[src/rtl/mux_sel_arbiter.sv]
// mux_sel_arbiter: round-robin arbiter that produces a registered mux select.
//
// Ports
//   clk      sole clock, all state on the rising edge
//   reset    synchronous active-high reset
//   req      per-requester request level [INs-1:0]
//   done     single-cycle strobe: current grantee has finished
//   sel      registered binary index of the grantee (downstream mux select)
//   grant    registered one-hot grant, grant[sel] is the only set bit while busy
//   busy     high while a grant is held
//   timeout  (only with MUX_SEL_ARBITER_TIMEOUT_EN) one-cycle pulse when a
//            grant is force-released after TIMEOUT cycles without done
//
// Parameters
//   INs      number of requesters, 2..32
//   TIMEOUT  maximum grant hold in cycles (only with MUX_SEL_ARBITER_TIMEOUT_EN)
//
// Optional feature macro: MUX_SEL_ARBITER_TIMEOUT_EN
module mux_sel_arbiter #(
    parameter int unsigned INs     = 5,
    parameter int unsigned TIMEOUT = 16
) (
    input  logic                     clk,
    input  logic                     reset,
    input  logic [INs-1:0]           req,
    input  logic                     done,
    output logic [$clog2(INs)-1:0]   sel,
    output logic [INs-1:0]           grant,
    output logic                     busy
`ifdef MUX_SEL_ARBITER_TIMEOUT_EN
    ,
    output logic                     timeout
`endif
);

    localparam int unsigned SW = $clog2(INs);
    localparam int unsigned PW = SW + 1;

    // Elaboration-time guard on the legal parameter range.
    if (INs < 2 || INs > 32 || TIMEOUT < 1) begin : g_bad_param
        $error("mux_sel_arbiter: INs must be 2..32 and TIMEOUT >= 1");
    end

    typedef enum logic {
        IDLE  = 1'b0,
        GRANT = 1'b1
    } state_t;

    state_t          state;
    logic [SW-1:0]   ptr;
    logic [2*INs-1:0] rot;
    logic [PW-1:0]   sum;
    logic [SW-1:0]   pick;
    logic            pick_vld;
    logic            rel;

`ifdef MUX_SEL_ARBITER_TIMEOUT_EN
    localparam int unsigned CW = (TIMEOUT > 1) ? $clog2(TIMEOUT) : 1;
    logic [CW-1:0]   cnt;
    logic            expire;
`endif

    // Round-robin search: rotate the doubled request vector so bit 0 is ptr,
    // take the first set bit and map the offset back to an index below INs.
    always_comb begin
        rot      = {req, req} >> ptr;
        pick     = '0;
        pick_vld = 1'b0;
        sum      = '0;
        for (int unsigned i = 0; i < INs; i++) begin
            if (!pick_vld && ((rot >> i) & (2*INs)'(1)) != '0) begin
                pick_vld = 1'b1;
                sum      = PW'(ptr) + PW'(i);
                if (sum >= PW'(INs)) begin
                    sum = sum - PW'(INs);
                end
                pick = SW'(sum);
            end
        end
    end

    // Release condition; done wins over an expiry on the same cycle.
    always_comb begin
`ifdef MUX_SEL_ARBITER_TIMEOUT_EN
        expire = (state == GRANT) && !done && (cnt == CW'(TIMEOUT - 1));
        rel    = (state == GRANT) && (done || expire);
`else
        rel    = (state == GRANT) && done;
`endif
    end

    // State, pointer and registered outputs.
    always_ff @(posedge clk) begin
        if (reset) begin
            state <= IDLE;
            sel   <= '0;
            grant <= '0;
            busy  <= 1'b0;
            ptr   <= '0;
`ifdef MUX_SEL_ARBITER_TIMEOUT_EN
            cnt     <= '0;
            timeout <= 1'b0;
`endif
        end else begin
`ifdef MUX_SEL_ARBITER_TIMEOUT_EN
            timeout <= expire;
`endif
            case (state)
                IDLE: begin
                    // sel keeps its last value while nobody is requesting
                    if (pick_vld) begin
                        state <= GRANT;
                        sel   <= pick;
                        grant <= INs'(1) << pick;
                        busy  <= 1'b1;
`ifdef MUX_SEL_ARBITER_TIMEOUT_EN
                        cnt   <= '0;
`endif
                    end
                end
                GRANT: begin
                    // Always returns through IDLE, so grants never abut.
                    if (rel) begin
                        state <= IDLE;
                        grant <= '0;
                        busy  <= 1'b0;
                        ptr   <= (sel == SW'(INs - 1)) ? '0 : sel + SW'(1);
                    end
`ifdef MUX_SEL_ARBITER_TIMEOUT_EN
                    else begin
                        cnt <= cnt + CW'(1);
                    end
`endif
                end
                default: state <= IDLE;
            endcase
        end
    end

endmodule
[config.mk]
export PLATFORM = sky130hd
export DESIGN_NAME = mux_sel_arbiter
export DESIGN_NICKNAME = d
export VERILOG_FILES = /design/src/rtl/mux_sel_arbiter.sv
export SDC_FILE = /design/constraint.sdc
export NUM_CORES = 1
export LEC_CHECK = 0
export BUFFER_PORTS_ARGS = -buffer_cell sky130_fd_sc_hd__buf_2
export CORE_UTILIZATION = 55
export CTS_CLUSTER_SIZE = 25
export DETAILED_ROUTE_END_ITERATION = 12
export PLACE_DENSITY = 0.77
export SLEW_MARGIN = 20
export SYNTH_ARGS = -nofsm -noshare
export SYNTH_HDL_FRONTEND = slang
export SYNTH_SLANG_ARGS = --single-unit
export TNS_END_PERCENT = 50
[constraint.sdc]
create_clock -name clk -period 6.25 [get_ports clk]
set_clock_uncertainty 0.05 [all_clocks]
set_input_delay 0.3125 -clock clk [delete_from_list [all_inputs] [get_ports clk]]
set_output_delay 0.3125 -clock clk [all_outputs]
set_load 0.05 [all_outputs]
==> impl_metrics.ini <==
[timing]
drv_slew = 0
min_period_ns = 3.347
worstMarginPinSlew_ns = 1.042
hold_viol_final = 0
rsz0062_at_grt = no
post-route-period-util = 0.5355
max_freq_mhz = 298.8
max-slew-margin-rel = 0.3046
fin_ws_ns = 2.903
finalSetupTns_ns = 0
setup_viol = 0
hold_slack_ns = 0.2395

[global_route]
gr-total-overflow = 0
antenna_found_initial = 0
grt_pass1_wl_mm = 6.755
grt_usage = 0.2708
grt_pass1_vias = 1396
grt_max_degree = 27

[clocking]
clock_latency_ns = 0.29
ctsLongestPathBuffers = 2
tritoncts = yes
cts_setup_buffers = 0
cts_buffers = 3
ctsResizeCount = 0
ctsHtreeMaxLevel = 1
root_buffer = clkbuf_4
clock_sinks = 13
path_clk_slew_ns = 0.08
ctsHoldBuffers = 0

[yosys]
synth_edf_count = 0
synth_cells = 183
ys.flop_type = dfxtp_1
syn_area_per_cell_um2 = 8.587
ys_warn_count = 0
syn_area_um2 = 1572
synthArstFlopShare = 0
ys_ff_latch = 13
syn-num-nets = 201
synth_seq_area_share = 0.1656
yosysUniqueCellTypes = 54

[power]
power.density_nw_per_um2 = 196.5
combPwrFrac = 0.529
clkPwrFrac = 0.163
internal-power_uw = 181.2
power_switching_uw = 148.2
vdd_drop_max_uv = 185.4
swShare = 0.4499
pwr-share-seq = 0.308
p_total_uw = 329.5
p_leak_nw = 0.6368

[final_layout]
fin_cells = 227
fill_cells = 234
antenna_cells = 0
fin_util = 0.6133
drive_gt1_frac = 0.1888
fin_area_um2 = 1677
nNetsFinal = 215
syn_to_final_growth_pct = 6.688

[placed_design]
portBuffers = 16
placed_area_um2 = 1650
placedCellCount = 223
preCtsSetupSlack_ns = 2.951
place_hpwl_mm = 2.874
place_congestion = 0.9079

[job]
maxCapViolations = 0

[drt]
wl_per_cell_um = 16.93
route.final.wire_length_mm = 3.844
drc = 0
avgViaCountPerCell = 6.780
first_pass_iters = 4
antenna_left = 0
vias = 1539
drt-initial-drc-count = 57

[worst_hold_path]
hold_path_class = in2reg

[floorplanning]
io_pins = 17
chipHeight_um = 55.46
fp.dieW_um = 55.46
die_area_um2 = 3075
initial_core_util = 0.5748
core_um2 = 2734
placementRows = 19

[worst_setup_path]
path_class = reg2reg
crit_fanout = 24
worstSetupEndpointType = flip-flop
worst_setup_path_start_kind = flip-flop
arrival_ns = 3.49
worstPathRequired_ns = 6.39

[status]
status = finished clean
==> worst max-delay path, stage by stage (launching register included) <==
cell,delay [ns]
dfxtp_1,1.02
inv_1,0.32
fa_1,0.51
a21boi_0,0.19
and3_1,0.24
a311oi_1,0.25
o211ai_1,0.18
a31o_1,0.24
o31ai_1,0.26
==> synth_stat cells, types with 4 or more instances <==
| master | n | share of area |
|---|---|---|
| nand2_1 | 6 | 0.014 |
| o31ai_1 | 7 | 0.033 |
| dfxtp_1 | 13 | 0.17 |
| inv_1 | 7 | 0.017 |
| mux4_2 | 7 | 0.10 |
| o21a_1 | 4 | 0.019 |
| nand3_1 | 10 | 0.032 |
| ha_1 | 9 | 0.072 |
| a211oi_1 | 7 | 0.033 |
| buf_2 | 5 | 0.016 |
| nor3_1 | 8 | 0.025 |
| mux2i_1 | 6 | 0.038 |
| nor2b_1 | 8 | 0.032 |
| a31oi_1 | 5 | 0.020 |
| o21ai_0 | 5 | 0.016 |
| nor2_1 | 13 | 0.031 |
| a21oi_1 | 11 | 0.035 |
==> power groups by stage <==
stage | Sequential [mW] | Clock (mW) | Combinational [mW]
after global routing | 0.103 | 0.0587 | 0.191
after global placement | 0.103 | 0 | 0.166
final | 0.101 | 0.0538 | 0.174
after floorplan | 0.125 | 0 | 0.114
after detailed placement | 0.104 | 0 | 0.171
after CTS | 0.102 | 0.0535 | 0.172
==> flip-flops by register name (all words and copies together), names as in the netlist <==
register  flops
ptr           3
grant         5
state         1
busy          1
sel           3
==> layout by cell type (no fill, tap or decap), types with 8 or more instances in the layout <==
cell     Yosys  layout
buf_2        5      16
nor2_1      13      13
dfxtp_1     13      13
a21oi_1     11      11
nand3_1     10      10
ha_1         9       9
nor3_1       8       8
nor2b_1      8       8
==> cell type report <==
class	count	area (um^2)	share of cell area
Multi-Input combinational cell	153	1226	0.7313
Sequential cell	13	260.3	0.1552
Timing Repair Buffer	18	95.09	0.05672
Tap cell	31	38.79	0.02313
Inverter	8	30.03	0.01791
Clock buffer	4	26.28	0.01567
==> final timing paths <==
check,start,to,slack [ns],cells past startpoint
hold / removal,reset,ptr[1],0.24,2
setup / recovery,ptr[1],grant[4],2.90,8
hold reg to reg,busy,busy,0.42,1
setup reg to reg,ptr[1],grant[4],2.90,8
==> metal layers <==
layer | vias up | track usage | wire length [um]
met3 | 13 | 0.007026 | 171
met5 | - | 0 | 0
met1 | 711 | 0.3979 | 1742
met2 | 66 | 0.4234 | 1833
met4 | 0 | 0.1036 | 96
li1 | 749 | - | -
==> logic make-up after synthesis <==
| kind of cell | Yosys count | share of synthesized area |
|---|---|---|
| AOI/OAI and AO/OA | 60 | 0.2795 |
| xor gates and xnor gates | 3 | 0.01672 |
| adders and majority gates | 10 | 0.08440 |
| buffers and inverters | 17 | 0.05414 |
| DFF | 13 | 0.1656 |
| muxes | 20 | 0.1951 |
| and+or+nand+nor | 60 | 0.2046 |
Power figures use the tool's default switching activity.
